[src/rtl/noise_gate.sv]
// Sample-rate noise gate: peak envelope follower, hysteretic open/close thresholds,
// hold timer and a linear gain ramp applied to the sample stream one clock later.
module noise_gate #(
    parameter int unsigned Width       = 24,
    parameter int unsigned HoldSamples = 480,
    parameter int unsigned RampStep    = 8,
    parameter int unsigned DecayShift  = 8
) (
    input  logic                    clk,
    input  logic                    rst,
    input  logic                    in_valid,
    input  logic signed [Width-1:0] in_signal,
    input  logic        [Width-1:0] open_thresh,
    input  logic        [Width-1:0] close_thresh,
    output logic                    out_valid,
    output logic signed [Width-1:0] out_signal,
    output logic                    gate_open
);

    typedef enum logic [2:0] {StClosed, StAttack, StOpen, StHold, StRelease} state_e;

    localparam logic [8:0]              GainFull = 9'd256;
    localparam logic [9:0]              Step     = 10'(RampStep);
    localparam logic [15:0]             HoldLoad = 16'(HoldSamples - 1);
    localparam logic signed [Width-1:0] MinVal   = {1'b1, {(Width-1){1'b0}}};
    localparam logic [Width-1:0]        MaxMag   = {1'b0, {(Width-1){1'b1}}};

    state_e                    state_q, state_d;
    logic [8:0]                gain_q, gain_d;
    logic [15:0]               hold_q, hold_d;
    logic [Width-1:0]          env_q, env_d;
    logic signed [Width-1:0]   out_q, out_d;
    logic                      out_valid_q;

    logic [Width-1:0]          mag, env_decay, env_next;
    logic [9:0]                gain_up;
    logic [8:0]                gain_inc, gain_dec;
    logic signed [Width+9:0]   prod;
    logic                      above_open;

    always_comb begin
        // Negating the most negative value would overflow, so clamp it.
        if (in_signal == MinVal) begin
            mag = MaxMag;
        end else if (in_signal[Width-1]) begin
            mag = $unsigned(-in_signal);
        end else begin
            mag = $unsigned(in_signal);
        end
        env_decay  = env_q - (env_q >> DecayShift);
        env_next   = (mag > env_decay) ? mag : env_decay;
        above_open = env_next > open_thresh;
        gain_up    = {1'b0, gain_q} + Step;
        gain_inc   = (gain_up > 10'd256) ? GainFull : gain_up[8:0];
        gain_dec   = ({1'b0, gain_q} > Step) ? 9'(gain_q - Step[8:0]) : 9'd0;
        prod       = in_signal * $signed({1'b0, gain_q});
    end

    always_comb begin
        state_d = state_q;
        gain_d  = gain_q;
        hold_d  = hold_q;
        env_d   = env_q;
        out_d   = out_q;
        if (in_valid) begin
            env_d = env_next;
            out_d = Width'(prod >>> 8);
            unique case (state_q)
                StClosed: begin
                    // Entering attack applies the first ramp step on the triggering sample.
                    if (above_open) begin
                        gain_d  = gain_inc;
                        state_d = (gain_inc == GainFull) ? StOpen : StAttack;
                    end
                end
                StAttack: begin
                    gain_d = gain_inc;
                    if (gain_inc == GainFull) state_d = StOpen;
                end
                StOpen: begin
                    if (env_next < close_thresh) begin
                        state_d = StHold;
                        hold_d  = HoldLoad;
                    end
                end
                StHold: begin
                    if (above_open) begin
                        state_d = StOpen;
                    end else if (hold_q == 16'd0) begin
                        state_d = StRelease;
                    end else begin
                        hold_d = hold_q - 16'd1;
                    end
                end
                StRelease: begin
                    if (above_open) begin
                        gain_d  = gain_inc;
                        state_d = (gain_inc == GainFull) ? StOpen : StAttack;
                    end else begin
                        gain_d = gain_dec;
                        if (gain_dec == 9'd0) state_d = StClosed;
                    end
                end
                default: state_d = StClosed;
            endcase
        end
    end

    always_ff @(posedge clk or posedge rst) begin
        if (rst) begin
            state_q     <= StClosed;
            gain_q      <= '0;
            hold_q      <= '0;
            env_q       <= '0;
            out_q       <= '0;
            out_valid_q <= 1'b0;
        end else begin
            state_q     <= state_d;
            gain_q      <= gain_d;
            hold_q      <= hold_d;
            env_q       <= env_d;
            out_q       <= out_d;
            out_valid_q <= in_valid;
        end
    end

    assign out_valid  = out_valid_q;
    assign out_signal = out_q;
    assign gate_open  = (state_q != StClosed);

endmodule

[config.mk]
export PLATFORM = sky130hd
export DESIGN_NAME = noise_gate
export DESIGN_NICKNAME = d
export VERILOG_FILES = /design/src/rtl/noise_gate.sv
export SDC_FILE = /design/constraint.sdc
export NUM_CORES = 1
export LEC_CHECK = 0
export BUFFER_PORTS_ARGS = -buffer_cell sky130_fd_sc_hd__buf_2
export CORE_MARGIN = 3
export CORE_UTILIZATION = 58
export CTS_CLUSTER_DIAMETER = 200
export DETAILED_ROUTE_END_ITERATION = 12
export PLACE_DENSITY = 0.9
export SETUP_SLACK_MARGIN = 0.2
export SLEW_MARGIN = 5
export SYNTH_ARGS = -nofsm -noshare
export SYNTH_HDL_FRONTEND = slang
export SYNTH_SLANG_ARGS = --single-unit
[constraint.sdc]
create_clock -name clk -period 7.2 [get_ports clk]
set_clock_uncertainty 0.05 [all_clocks]
set_input_delay 0.36 -clock clk [delete_from_list [all_inputs] [get_ports clk]]
set_output_delay 0.36 -clock clk [all_outputs]
set_load 0.03 [all_outputs]
Word level (Yosys, flattened, before mapping)
Index checks and enable logic that the tools add are counted.

Add/subtract/negate cells: 5. Multiply operators: 1. Div/mod/pow operators: 0. $lt $le $gt $ge: 5. Equal/unequal tests: 13. Shifts and indexed selects: 0. Muxes and demuxes: 21. Bitwise logic cells: 0. Reductions and logical operators: 9.

Operator list (count): $mux W24 (3); $gt A24 B24 Y1 (2); $mux W16 (3); $mux W9 (4); $mul A24 B10 Y32 (1); $pmux W16 S2 (1); $pmux W9 S3 (1); $eq A24 B24 Y1 const B (1); $lt A24 B24 Y1 (1); $neg A24 Y24 (1); $sub A24 B16 Y24 (1); $mux W3 (7); $logic_not A16 Y1 (1); $sub A16 B1 Y16 const B (1); $pmux W3 S5 (1); $add A9 B4 Y10 const B (1); $gt A10 B9 Y1 const B (1); $ne A2 B2 Y1 const B (5); $eq A9 B9 Y1 const B (1); $gt A9 B4 Y1 const B (1); $logic_not A9 Y1 (1); $sub A9 B4 Y9 const B (1); $eq A3 B2 Y1 const B (2); $ne A3 B3 Y1 const B (2); other kinds (9) (10).

Bits in registers: 77. Latch bits: 0. Bits in writable memories: 0. Memory bits (read-only): 0. Bits of input ports: 75. Output and inout bits: 26. Logic and storage cells: 60. Memories kept: 0.

Depth between registers and ports, before layout
Gate-level depths: netlist of run 1.

Depth after elaboration: 8. Depth in mapped cells: 35. Mapped depth without buffers: 32.

Worst setup path before layout of run 1
OpenSTA, ideal clock, no wires.

Path type: reg-to-reg. From: reg env_q[9]. To: reg hold_q[14]. Setup time: 0.127 ns. Arrival time: 7.403 ns. Data required time: 7.023 ns. Slack: -0.380 ns. Stages on the path, launching flop included: 34. Buffers on the path: 3. Clock period less this slack: 7.580 ns. Path through: dfrtp_1 inv_1 ha_1 nor2b_1 o21ai_0 a21boi_0 o21ai_1 a31oi_1 a311o_1 a41oi_1 nor3b_1 xnor2_1 ha_1 nand4_1 nor4_1 a221o_1 a31o_2 o21ai_1 clkbuf_1 clkbuf_1 nor2_1 a21oi_1 ha_1 a211oi_1 nor2_1 or3_1 a211o_1 a31oi_2 o21ai_1 a2111oi_4 nand2_2 buf_4 o21ai_1 o41ai_1.

Word-level cells in the longest chain between the ends: 6. Elaborated cells on any way between the ends: 8. Classes of those cells: add/sub: 1; order compare: 3; eq/ne: 2; mux: 1; reduce/logical: 1.

Ends and longest elaborated chain: start: declaration (RTL line 31) `logic [Width-1:0] env_q, env_d;`; start signal: assignment (RTL line 121) `env_q <= env_d;`; $sub A24 B16 Y24 (*) (RTL line 50) `env_decay = env_q - (env_q >> DecayShift);`; $gt A24 B24 Y1 (RTL line 51) `env_next = (mag > env_decay) ? mag : env_decay;`; $mux W24 (*) (RTL line 51); named net env_next[13] (RTL line 35) `logic [Width-1:0] mag, env_decay, env_next;`; $gt A24 B24 Y1 / $lt A24 B24 Y1 (equally long branches) (RTL line 52, 81); $ne A2 B2 Y1 (no source line); $reduce_and A5 Y1 (no source line) (*); end signal: assignment (RTL line 120) `hold_q <= hold_d;`; end: declaration (RTL line 30) `logic [15:0] hold_q, hold_d;`.

The timed path passes the listed nets; every way through them passes the cells marked *. A chain may end at the register's enable or synchronous reset.

Worst setup path after layout of run 1
From: reg env_q[14]. To: reg hold_q[13].

The elaborated chain is that of the path after synthesis.

==> flow_metrics.tcl, run 1 <==
set metrics [dict create \
    cts.sinks 77 \
    die_area_sq_mm 0.0262 \
    violations "capacitance limit, slew limit, setup timing" \
    clock-root-buffer "clkbuf_16" \
    worst_path_most_repeated_cell "buf_4" \
    critPathSlowestCell "a311o_1" \
    hold_violations 0 \
    synth_compound_area_share_pct 12.5 \
    place_ws_ns -0.0388 \
    cts_tree "yes" \
    synth_area_sq_mm 0.0141 \
    vias_per_cell 6.35 \
    relSlewSlack_pct -0.0157 \
    antenna_left 0 \
    outcome "finished, violations left" \
    cpLargestDelayFamily "compound AO/OA/AOI/OAI gates" \
    dpl.hpwl_um 28700 \
    finalNonFillerCells 2131 \
    synthMuxAreaShare_pct 2.61 \
    initialDrtViolationCount 1955 \
    yosysUniqueCellTypes 71 \
    crit_buf_inv 8 \
    fill_cells 1635 \
    min-delay-path-class "in2async" \
    overflow 0 \
    ys.flop_type "dfrtp_1" \
    cp_max_fo 5 \
    rows 56 \
    crit_type "reg2reg" \
    synth_seq_cells 77 \
    grt_max_degree 78 \
    cts_max_level 3 \
    setup_ws_ns -0.370 \
    yosys.area_share.adder_pct 38.3 \
    crit_arrival_ns 7.80 \
    worstPathRequired_ns 7.43 \
    vias 13500 \
    place.gp.congestion 0.989 \
    dp.cells 2078 \
    fmax_mhz 132 \
    ys_seq_area_share_pct 13.7 \
    ios 101 \
    worst_pin_slew_ns 1.48 \
    drt_pre_antenna_iters 6 \
    period_minus_slack_ns 7.57 \
    syn_avg_cell_area_sq_um 8.41 \
    rr_endpoint "hold_q[13]$_DFFE_PP0P_" \
    maxSlewViolCount 1 \
    synth_xor_xnor_area_share_pct 4.41 \
    clk_path_buf_depth 2 \
    num-nets-final 2210 \
    cp-start-kind "register" \
    setup_violations 28 \
    synth_top_family_by_area "adder cells" \
    gr-usage-all-layers_pct 29.5 \
    yosys.area_share.simple_pct 19.2 \
    r2r-start "env_q[14]$_DFFE_PP0P_" \
    cp-end-kind "register" \
    synth_edf_count 0 \
    max_stage_delay_ns 0.47 \
    grt_pass1_wl_um 63400 \
    grt_pass1_vias 13400 \
    synthCells 1678 \
    r2r_cells 32 \
    synth_nets 2082 \
    ys_warn_count 0 \
    path_clk_slew_ns 0.08 \
    clk_latency_ns 0.37 \
    final.period_utilization_pct 105 \
    die_x_um 162 \
    fin_setup_tns_ns -7.50 \
    cts_buffers 9 \
    area_growth_pct 16.5 \
    core_area_sq_mm 0.0237 \
    die_h_um 162 \
    layout-drive-gt1-share_pct 18.3 \
    cap_violations 1 \
    rsz0062_at_grt "true" \
    route.detailed.drc 0 \
    start_util_pct 59.6 \
    wl_um 44200 \
    io_buffers 100 \
    synthArstFlopShare_pct 100 \
    ctsHoldBuffers 0 \
    wl_per_cell_um 20.7 \
    grt_antenna_before_repair 3 \
    reg2reg_setup_slack_ns -0.37 \
]
registers in the layout (all words and copies together), names as in the netlist:
register    count
env_q          24
gain_q          9
hold_q         16
out_signal     24
out_valid       1
state_q         3
worst max-delay path by stage:
stage | startpoint | to | slack [ns] | cells after the start
global route | env_q[14]$_DFFE_PP0P_ | hold_q[13]$_DFFE_PP0P_ | -0.54 | 32
finish | env_q[14]$_DFFE_PP0P_ | hold_q[13]$_DFFE_PP0P_ | -0.37 | 32
global placement | env_q[9]$_DFFE_PP0P_ | hold_q[8]$_DFFE_PP0P_ | 0.22 | 31
floorplan | in_signal[1] | hold_q[14]$_DFFE_PP0P_ | 0.25 | 33
CTS | env_q[8]$_DFFE_PP0P_ | hold_q[12]$_DFFE_PP0P_ | 0.20 | 35
detailed placement | env_q[9]$_DFFE_PP0P_ | hold_q[14]$_DFFE_PP0P_ | -0.04 | 31
through the flow:
| stage | util, % | area (sq um) | hold WS, ns |
|---|---|---|---|
| global route | 69.4 | 16400 | 0.358 |
| floorplan | - | 14200 | 0.341 |
| global placement | 64.3 | 15200 | 0.414 |
| detailed placement | 64.3 | 15200 | 0.422 |
| CTS | 66.6 | 15800 | 0.309 |
| finish | 69.4 | 16400 | 0.262 |
worst reg2reg max path, delay by kind of cell, from the launching register on:
family          cells  cell delay (ns)
fa+ha+maj           3             0.71
compound gates     16             3.84
simple gates        5             1.13
flops               1             0.40
buf+inv             8             1.34
placed cells by master (no fill, tap or decap), types with 16 or more instances in the layout:
master / n
a21o_1: 19
a21oi_1: 69
and2_1: 141
buf_2: 100
buf_4: 80
dfrtp_1: 77
fa_1: 170
ha_1: 150
inv_1: 272
mux2_2: 28
nand2_1: 163
nand3_1: 19
nand4_1: 19
nor2_1: 78
nor3_1: 30
o21ai_0: 45
o21ai_1: 17
o31ai_1: 16
xnor2_1: 24
xor2_1: 38
cell type report:
cell class,count,area [sq um],area share [%]
repair buffers,193,1400,8.49
multi-input cells,1250,11400,69.1
flip-flops and latches,77,1930,11.7
inverters,275,1040,6.30
well taps,319,399,2.43
diodes,1,2.50,0.0152
clock inverters,7,91.3,0.556
clock buffers,9,225,1.37
Yosys cell counts (all sizes together) (3+ instances only):
library cell | count | area, sq um
inv | 275 | 1030
or3 | 13 | 81.3
nor3b | 6 | 45.0
a41oi | 3 | 26.3
o41ai | 4 | 35.0
nor2b | 13 | 81.3
buf | 7 | 31.3
nand2b | 6 | 37.5
o21ai | 66 | 330
o22ai | 12 | 81.3
or4 | 6 | 48.8
nor4 | 8 | 50.1
and3 | 6 | 37.5
o31ai | 19 | 143
a21boi | 4 | 30.0
nor2 | 85 | 319
o311ai | 3 | 26.3
mux2i | 4 | 52.6
nand3b | 4 | 30.0
a31oi | 15 | 100
a211oi | 7 | 52.6
clkbuf | 70 | 263
mux2 | 28 | 315
a211o | 3 | 26.3
a21o | 19 | 143
dfrtp | 77 | 1930
xor2 | 38 | 333
ha | 158 | 1980
a31o | 3 | 26.3
nand3 | 23 | 120
o21bai | 3 | 22.5
and2 | 143 | 900
nor3 | 34 | 170
or2 | 3 | 18.8
nand2 | 167 | 629
o211ai | 4 | 30.0
fa | 171 | 3420
nand4 | 19 | 119
a21oi | 88 | 440
xnor2 | 33 | 289
o21a | 7 | 52.6
logic make-up (layout without fill, tap and decap cells):
group	after synthesis	after routing
buffers and inverters	352	484
xor gates and xnor gates	71	71
muxes	32	32
AOI/OAI and AO/OA	279	279
and+or+nand+nor	538	539
adders and majority gates	329	329
DFF	77	77
other	0	1
what timing repair did:
item	in CTS	in global routing
endpoints found under the setup margin	27	28
setup buffers	6	22
pin swaps	8	34
gates cloned	3	5
resized for setup	20	76
per-layer routing:
layer / vias up / wire length (um) / track usage (%)
li1: 5730 / - / -
met1: 6493 / 15400 / 36.5
met2: 974 / 20800 / 50.8
met3: 339 / 4800 / 4.95
met4: 4 / 3150 / 13.5
met5: - / 28 / 0
Power of run 1 is not shown: default switching activity piles up to over one toggle a cycle in this logic, so the estimate is an artifact.
==> run 2, diff against run 1 <==
--- a/config.mk
+++ b/config.mk
@@ -11,6 +11,7 @@
 export CTS_CLUSTER_DIAMETER = 200
 export DETAILED_ROUTE_END_ITERATION = 12
 export PLACE_DENSITY = 0.9
+export REMOVE_ABC_BUFFERS = 1
 export SETUP_SLACK_MARGIN = 0.2
 export SLEW_MARGIN = 5
 export SYNTH_ARGS = -nofsm -noshare
==> flow_metrics.tcl, run 2 (synthesis results as in run 1) <==
set metrics [dict create \
    route.detailed.drc 0 \
    wl_um 38600 \
    ctsHoldBuffers 0 \
    cts.sinks 77 \
    r2r_cells 35 \
    multi_input_area_sq_mm 0.0113 \
    initialDrtViolationCount 1162 \
    vias_per_cell 5.85 \
    finalNonFillerCells 2164 \
    worst_pin_slew_ns 1.09 \
    setup_ws_ns 0.240 \
    outcome "complete, no violations" \
    cp_max_fo 8 \
    antenna_left 0 \
    io_buffers 100 \
    start_util_pct 59.6 \
    wl_per_cell_um 17.8 \
    num-nets-final 2244 \
    hold_violations 0 \
    clk_path_buf_depth 2 \
    clock-root-buffer "clkbuf_16" \
    period_minus_slack_ns 6.96 \
    crit_type "reg2reg" \
    wl_met1_um 15000 \
    dpl.hpwl_um 29000 \
    r2r-start "env_q[0]$_DFFE_PP0P_" \
    reg2reg_setup_slack_ns 0.24 \
    mostFrequentLayoutCells "inv_1 (270), fa_1 (170), nand2_1 (164), ha_1 (153), and2_1 (141)" \
    ff_latch_area_sq_mm 0.00193 \
    grt_pass1_vias 13100 \
    rr_endpoint "hold_q[8]$_DFFE_PP0P_" \
    maxSlewViolCount 0 \
    wl_met3_um 2650 \
    min-delay-path-class "in2async" \
    place_ws_ns -0.143 \
    drt_pre_antenna_iters 6 \
    dp.cells 2115 \
    grt_antenna_before_repair 1 \
    die_x_um 162 \
    worstPathRequired_ns 7.41 \
    cts_tree "yes" \
    cp-end-kind "register" \
    ios 101 \
    dr.max_layer_used "met4" \
    die_area_sq_mm 0.0262 \
    rows 56 \
    layout-drive-gt1-share_pct 19.0 \
    final.period_utilization_pct 96.7 \
    clk_latency_ns 0.37 \
    cts_buffers 9 \
    place.gp.congestion 0.967 \
    final_common_cell "inv_1" \
    die_h_um 162 \
    worst_path_most_repeated_cell "buf_4" \
    route.met2.wl_um 19600 \
    crit_arrival_ns 7.17 \
    area_growth_pct 16.8 \
    overflow 0 \
    critPathSlowestCell "o31ai_1" \
    rsz0062_at_grt "true" \
    grt_max_degree 78 \
    grt_pass1_wl_um 62400 \
    fin_setup_tns_ns 0 \
    gr-usage-all-layers_pct 29.3 \
    fill_cells 1761 \
    core_area_sq_mm 0.0237 \
    startpoint "env_q[0]$_DFFE_PP0P_" \
    path_clk_slew_ns 0.08 \
    antenna_cells 0 \
    vias 12700 \
    cts_max_level 3 \
    max_stage_delay_ns 0.47 \
    fmax_mhz 144 \
    cap_violations 0 \
    setup_violations 0 \
    relSlewSlack_pct 27.0 \
    cp-start-kind "register" \
]
## run 2: worst max-delay path: cells and delay by family (launching register included)
family / cells / cell delay, ns
flip-flops: 1 / 0.38
multiplexers: 1 / 0.24
AO/OA/AOI/OAI: 12 / 2.90
buffers and inverters: 8 / 1.03
adder cells (fa/ha/maj): 4 / 1.15
AND/OR/NAND/NOR: 10 / 1.11
## run 2: routing by layer
metal	up-vias	global-route usage [%]
met2	536	52.4
met3	135	4.95
met1	6180	36.4
li1	5814	-
met4	0	9.03
met5	-	0
## run 2: final cells by class
type | count | area share [%]
inverters | 275 | 6.27
well taps | 319 | 2.42
multi-input cells | 1250 | 68.6
flip-flops and latches | 77 | 11.7
clock buffers | 9 | 1.37
clock inverters | 7 | 0.531
repair buffers | 227 | 9.16
## run 2: how the worst max path moves through the flow
stage,to,slack [ns],depth (start not counted)
5_1_grt,hold_q[8]$_DFFE_PP0P_,0.05,37
3_3_place_gp,hold_q[7]$_DFFE_PP0P_,0.12,27
2_1_floorplan,hold_q[7]$_DFFE_PP0P_,-2.06,30
6_report,hold_q[8]$_DFFE_PP0P_,0.24,35
4_1_cts,hold_q[8]$_DFFE_PP0P_,0.21,34
3_5_place_dp,hold_q[7]$_DFFE_PP0P_,-0.14,32
## run 2: repair_timing
item,CTS,global route
pin swaps,4,42
cloned,1,0
gates resized for setup,16,79
buffers inserted,4,28
endpoints found under the setup margin,27,29
## run 2: stage by stage
step | area, sq um | hold WS (ns) | util, %
floorplan | 13800 | 0.341 | -
global placement | 15500 | 0.414 | 65.3
detailed placement | 15500 | 0.424 | 65.3
CTS | 15900 | 0.334 | 67.1
global route | 16500 | 0.386 | 69.6
finish | 16500 | 0.276 | 69.6
Power of run 2 is left out for the same reason.
